--- config.mk ---
export PLATFORM = sky130hd
export DESIGN_NAME = strip_id
export DESIGN_NICKNAME = d
export VERILOG_FILES = /design/src/rtl/strip_id.sv
export SDC_FILE = /design/constraint.sdc
export NUM_CORES = 1
export LEC_CHECK = 0
export ABC_AREA = 1
export BUFFER_PORTS_ARGS = -buffer_cell sky130_fd_sc_hd__buf_2
export CAP_MARGIN = 20
export CORE_MARGIN = 2
export CORE_UTILIZATION = 42
export CTS_CLUSTER_SIZE = 30
export DETAILED_ROUTE_END_ITERATION = 12
export PLACE_DENSITY = 0.67
export SLEW_MARGIN = 15
export SYNTH_ARGS = -nofsm -noshare
export SYNTH_HDL_FRONTEND = slang
export SYNTH_SLANG_ARGS = --single-unit
--- constraint.sdc ---
create_clock -name ap_clk -period 4.8 [get_ports ap_clk]
set_clock_uncertainty 0.05 [all_clocks]
set_input_delay 0.48 -clock ap_clk [delete_from_list [all_inputs] [get_ports ap_clk]]
set_output_delay 0.48 -clock ap_clk [all_outputs]
set_load 0.01 [all_outputs]
--- src/rtl/strip_id.sv ---
// Ingress TID/TUSER checker: verifies AM_DST and beat count per packet, strips the tags, forwards through a 1-deep slice.
// Optional STRIP_ID_DROP_BAD_EN: consume packets whose TID mismatches instead of forwarding them.
module strip_id #(
  parameter int TDATA_WIDTH = 64,
  parameter int TDEST_WIDTH = 16,
  parameter int TID_WIDTH   = 16,
  parameter int TUSER_WIDTH = 16,
  parameter int ERR_WIDTH   = 16,
  localparam int TKEEP_WIDTH = TDATA_WIDTH / 8
) (
  input  logic                   ap_clk,
  input  logic                   ap_rst,
  input  logic [TDATA_WIDTH-1:0] in_TDATA,
  input  logic                   in_TVALID,
  output logic                   in_TREADY,
  input  logic [TDEST_WIDTH-1:0] in_TDEST,
  input  logic                   in_TLAST,
  input  logic [TKEEP_WIDTH-1:0] in_TKEEP,
  input  logic [TID_WIDTH-1:0]   in_TID,
  input  logic [TUSER_WIDTH-1:0] in_TUSER,
  output logic [TDATA_WIDTH-1:0] out_TDATA,
  output logic [TDEST_WIDTH-1:0] out_TDEST,
  output logic                   out_TLAST,
  output logic [TKEEP_WIDTH-1:0] out_TKEEP,
  output logic                   out_TVALID,
  input  logic                   out_TREADY,
  output logic [ERR_WIDTH-1:0]   err_len_cnt,
  output logic [ERR_WIDTH-1:0]   err_id_cnt,
  output logic [1:0]             err_sticky
);

  typedef enum logic [1:0] {IDLE, BODY, DRAIN, DROP} state_t;

  state_t                 state_q;
  logic [TUSER_WIDTH-1:0] exp_q;
  logic [TUSER_WIDTH:0]   cnt_q;
  logic                   id_bad_q, len_off_q;
  logic                   out_valid_q, out_last_q;
  logic [TDATA_WIDTH-1:0] out_data_q;
  logic [TDEST_WIDTH-1:0] out_dest_q;
  logic [TKEEP_WIDTH-1:0] out_keep_q;
  logic [ERR_WIDTH-1:0]   err_len_q, err_id_q;
  logic [1:0]             sticky_q;

  logic                   slice_ready, ready, acc, first, active, hdr_id_bad;
  logic                   cur_off, cur_idb, is_short, is_long, pkt_end;
  logic                   len_err, id_err, drop_pkt, fwd;
  logic [TUSER_WIDTH:0]   cur_k, cur_exp;
  state_t                 state_d;

  always_comb begin
    slice_ready = ~out_valid_q | out_TREADY;
    ready       = ~ap_rst & ((state_q == DRAIN) | (state_q == DROP) | slice_ready);
    acc         = in_TVALID & ready;
    first       = (state_q == IDLE);
    active      = (state_q != DRAIN);
    hdr_id_bad  = in_TID != in_TDATA[24 +: TID_WIDTH];
    cur_exp     = first ? {1'b0, in_TUSER} : {1'b0, exp_q};
    cur_off     = first ? (in_TUSER == '0) : len_off_q;
    cur_idb     = first ? hdr_id_bad : id_bad_q;
    cur_k       = first ? {{TUSER_WIDTH{1'b0}}, 1'b1} : cnt_q + 1'b1;
    // Beat-count checks use the 1-based index of the beat currently presented.
    is_short    = in_TLAST & (cur_k < cur_exp) & ~cur_off;
    is_long     = ~in_TLAST & (cur_k == cur_exp) & ~cur_off;
    pkt_end     = in_TLAST | is_long;
    len_err     = acc & active & pkt_end & (is_short | is_long | cur_off);
    id_err      = acc & active & pkt_end & cur_idb;
`ifdef STRIP_ID_DROP_BAD_EN
    drop_pkt    = first ? hdr_id_bad : (state_q == DROP);
`else
    drop_pkt    = 1'b0;
`endif
    fwd         = acc & ((state_q == IDLE) | (state_q == BODY)) & ~drop_pkt;
    state_d     = state_q;
    if (acc) begin
      if (state_q == DRAIN) begin
        if (in_TLAST) state_d = IDLE;
      end else if (is_long) begin
        state_d = DRAIN;
      end else if (in_TLAST) begin
        state_d = IDLE;
      end else begin
        state_d = drop_pkt ? DROP : BODY;
      end
    end
  end

  always_ff @(posedge ap_clk) begin
    if (ap_rst) begin
      state_q     <= IDLE;
      exp_q       <= '0;
      cnt_q       <= '0;
      id_bad_q    <= 1'b0;
      len_off_q   <= 1'b0;
      out_valid_q <= 1'b0;
      out_last_q  <= 1'b0;
      out_data_q  <= '0;
      out_dest_q  <= '0;
      out_keep_q  <= '0;
      err_len_q   <= '0;
      err_id_q    <= '0;
      sticky_q    <= '0;
    end else begin
      state_q <= state_d;
      if (slice_ready) begin
        out_valid_q <= fwd;
        if (fwd) begin
          out_data_q <= in_TDATA;
          out_dest_q <= in_TDEST;
          out_keep_q <= in_TKEEP;
          out_last_q <= in_TLAST | is_long;
        end
      end
      if (acc && first) begin
        exp_q     <= in_TUSER;
        cnt_q     <= {{TUSER_WIDTH{1'b0}}, 1'b1};
        id_bad_q  <= hdr_id_bad;
        len_off_q <= (in_TUSER == '0);
      end else if (acc && active && cnt_q != '1) begin
        cnt_q <= cnt_q + 1'b1;
      end
      if (len_err) begin
        sticky_q[0] <= 1'b1;
        if (err_len_q != '1) err_len_q <= err_len_q + 1'b1;
      end
      if (id_err) begin
        sticky_q[1] <= 1'b1;
        if (err_id_q != '1) err_id_q <= err_id_q + 1'b1;
      end
    end
  end

  assign in_TREADY   = ready;
  assign out_TVALID  = out_valid_q;
  assign out_TDATA   = out_data_q;
  assign out_TDEST   = out_dest_q;
  assign out_TKEEP   = out_keep_q;
  assign out_TLAST   = out_last_q;
  assign err_len_cnt = err_len_q;
  assign err_id_cnt  = err_id_q;
  assign err_sticky  = sticky_q;

endmodule

==> results.yml <==
sta:
  fmaxAchievable_mhz: 259
  timing.final.ws_setup_ns: 0.940
  timing.setup.tns_ns: 0
  final.period_utilization_pct: 80.4
  holdWs_ns: 0.230
  finalHoldViolations: 0
  slew_viol_final: 0
  setup_viol_count_final: 0
  minimum_clock_period_after_layout_ns: 3.86
  rsz0062_at_grt: "no"
  max-slew-margin-rel_pct: 38.8
  worst-slew-pin-transition_ns: 0.918
floorplan:
  initial_core_util_pct: 43.0
  coreArea_mm2: 0.0180
  chipWidth_um: 140
  ioPinCount: 250
  rows: 49
  die_height_um: 140
  die-area_mm2: 0.0195
cells_and_area:
  commonest_non_fill_non_tap_cell_in_the_layout: "sky130_fd_sc_hd__nand2_1"
  layout_nets: 1441
  instances_no_fill: 1538
  insertedDiodeCount: 0
  final_cell_mix: "sky130_fd_sc_hd__nand2_1, sky130_fd_sc_hd__buf_2, sky130_fd_sc_hd__dfxtp_1, sky130_fd_sc_hd__a21oi_1, sky130_fd_sc_hd__nor2_1"
  area.growth.synth_to_final_pct: 24.5
  drive_above_1_share_pct: 24.4
placement:
  place.gp.congestion: 0.884
  detailedPlacementHpwl_um: 16100
  detailedPlace.worstSlack_ns: 1.02
  place_inst: 1506
  port-buffer-count: 249
clocking:
  post_cts_hold_buffer_count: 0
  h-tree-depth: 4
  cts_resized: 0
  cts.root.buffer_cell: "sky130_fd_sc_hd__clkbuf_16"
  clock_tree_from_tritoncts: "yes"
  clock-sinks: 161
  buffers_inserted_during_post_cts_setup_optimization: 0
  worst_skew_pair.late_latency_ns: 0.44
  clk_pin_slew_ns: 0.08
  numCtsBuffers: 17
  clk_path_buf_depth: 2
setup_path:
  worstSetupPathType: "reg2reg"
  timing.critical_path.to_type: "flop"
  worstPathRequired_ns: 5.03
  timing.critical_path.slowest_stage_cell: "sky130_fd_sc_hd__a21oi_4"
  crit_path_dat_ns: 4.09
  critical_path_s_most_frequent_cell: "sky130_fd_sc_hd__nor2_1"
  worst_setup_path_start_kind: "flop"
  cpLargestDelayFamily: "simple AND/OR/NAND/NOR gates"
  worst-path-buf-inv: 0
  max_stage_delay_ns: 0.50
  critical_path.cell_chain: "ha_1 -> nand3_1 -> nor2_1 -> nand4_1 -> nor2_1 -> nand3_1 -> nor2_1 -> xor2_1 -> and2_1 -> ha_1 -> nand4_1 -> nor2_1 -> nand2_1 -> nor2_4 -> nand2_2 -> a21oi_4 -> nand3_4 -> nand2_1 -> a21oi_1"
  critical_path.max_fanout: 19
drt:
  drt-pass1-iter-count: 5
  post_drt_via_cell_ratio: 4.96
  drt-wirelength-per-cell_um: 14.4
  antenna_violating_nets_post_route: 0
  vias: 7636
  drcViolationCount: 0
  routed_wirelength_um: 22200
  drt_first_iter_violations: 441
synthesis:
  netlist_instances: 1075
  synth_net_count: 1220
  synth.ff_latch_count: 161
  ys.warnings.count: 0
  postSynth.topFlopCell: "sky130_fd_sc_hd__dfxtp_1"
  syn-cell-area_mm2: 0.00774
  mean_syn_cell_area_um2: 7.20
  synth_async_sr_flop_share_pct: 0
  synth-edff-count: 0
  seq_area_frac_synth_pct: 41.6
  yosysUniqueCellTypes: 39
power:
  leakagePower_nw: 4.41
  pwr-share-comb_pct: 11.7
  switchingPower_uw: 907
  internal_power_mw: 2.23
  power.switching_fraction_pct: 28.9
  power.density_cell_area_mw_per_mm2: 325
  peak_supply_drop_uv: 256
  power_frac_seq_pct: 45.6
  power_frac_clock_pct: 42.7
grt:
  grt_first_pass_wirelength_um: 36200
  aggregate_global_routing_overflow: 0
  grt_start_max_net_pins: 88
  globalRouteTotalUtil_pct: 22.6
  grt_antenna_before_repair: 1
  first_global_vias: 7285
run_status:
  run_status: "finished clean"
min_path:
  worst_hold_path_type: "in2reg"
job:
  maxCapViolCount: 0
-- cell type report --
type	instances	area (um2)
Clock inverter	15	165
Sequential cell	161	3220
Multi-Input combinational cell	773	3890
Clock buffer	17	425
Timing Repair Buffer	256	1300
Fill cell	1809	8380
Tap cell	229	287
Inverter	87	344
-- cell usage after synthesis, types with 2 or more instances --
master	count	share of area, %
sky130_fd_sc_hd__xnor2_1	10	1.1
sky130_fd_sc_hd__inv_2	4	0.19
sky130_fd_sc_hd__nand2_1	310	15
sky130_fd_sc_hd__buf_2	15	0.97
sky130_fd_sc_hd__a211oi_1	2	0.19
sky130_fd_sc_hd__nand3_1	28	1.8
sky130_fd_sc_hd__nand3_2	3	0.39
sky130_fd_sc_hd__dfxtp_1	161	42
sky130_fd_sc_hd__o21ai_0	56	3.6
sky130_fd_sc_hd__xor2_1	42	4.7
sky130_fd_sc_hd__clkbuf_1	29	1.4
sky130_fd_sc_hd__a21oi_1	136	8.8
sky130_fd_sc_hd__nand2_2	4	0.32
sky130_fd_sc_hd__buf_4	2	0.19
sky130_fd_sc_hd__nand4_1	35	2.8
sky130_fd_sc_hd__inv_1	81	3.9
sky130_fd_sc_hd__nor3_1	15	0.97
sky130_fd_sc_hd__ha_1	20	3.2
sky130_fd_sc_hd__nor3_2	2	0.26
sky130_fd_sc_hd__nand2_4	2	0.29
sky130_fd_sc_hd__nor2_1	88	4.3
sky130_fd_sc_hd__nand3_4	2	0.45
sky130_fd_sc_hd__nor2_2	5	0.40
sky130_fd_sc_hd__and2_1	3	0.24
sky130_fd_sc_hd__buf_6	6	0.87
-- kinds of logic (layout without fill, tap and decap cells) --
kind of cell / Yosys count / after routing / synth area share [%]
DFF: 161 / 161 / 41.6
and+or+nand+nor: 501 / 501 / 27.7
adders and majority gates: 20 / 20 / 3.23
xor gates and xnor gates: 52 / 52 / 5.88
buffers and inverters: 141 / 375 / 8.13
AOI/OAI and AO/OA: 200 / 200 / 13.4
-- power by group through the flow --
| stage | Sequential [mW] | Combinational, mW | Clock [mW] |
|---|---|---|---|
| final | 1.43 | 0.366 | 1.34 |
| after global routing | 1.44 | 0.413 | 1.42 |
| after CTS | 1.43 | 0.369 | 1.37 |
| after detailed placement | 1.46 | 0.367 | 0 |
| after global placement | 1.46 | 0.364 | 0 |
| after floorplan | 1.47 | 0.204 | 0 |
-- metrics by stage --
| step | area [um2] | total power [mW] | utilization [%] |
|---|---|---|---|
| 5_1_grt | 9640 | 3.27 | 53.5 |
| 2_1_floorplan | 7740 | 1.68 | - |
| 4_1_cts | 9640 | 3.17 | 53.5 |
| 3_3_place_gp | 9050 | 1.82 | 50.2 |
| 6_report | 9640 | 3.14 | 53.5 |
| 3_5_place_dp | 9050 | 1.83 | 50.2 |
-- layer usage --
| metal | part of all wire, % | track usage (%) |
|---|---|---|
| met1 | 43 | 27.8 |
| met2 | 48 | 37.8 |
| met3 | 6.2 | 5.95 |
| met4 | 2.8 | 8.53 |
| met5 | 0.059 | 0 |
-- path summary, 6_finish.rpt --
| path | slack [ns] | startpoint | to | depth (start not counted) |
|---|---|---|---|---|
| worst min register to register | 0.40 | exp_q[8] | exp_q[8] | 2 |
| worst max-delay path | 0.94 | cnt_q[0] | err_len_cnt[4] | 19 |
| worst min-delay path | 0.23 | in_TDEST[12] | out_TDEST[12] | 3 |
| worst max register to register | 0.94 | cnt_q[0] | err_len_cnt[4] | 19 |
-- state kept, by name, summed over array words and instances, names as in the netlist --
signal	flops
out_TVALID	1
out_TLAST	1
err_len_cnt	16
out_TDEST	16
out_TDATA	64
cnt_q	17
exp_q	16
id_bad_q	1
out_TKEEP	8
state_q	2
err_sticky	2
err_id_cnt	16
len_off_q	1
-- tightest hold or removal path, delay by kind of cell --
| family | cells | cell delay, ns |
|---|---|---|
| and+or+nand+nor | 1 | 0.05 |
| buffers and inverters | 1 | 0.09 |
| AOI/OAI and AO/OA | 1 | 0.05 |
No activity file was read; power rests on OpenSTA's default activity.
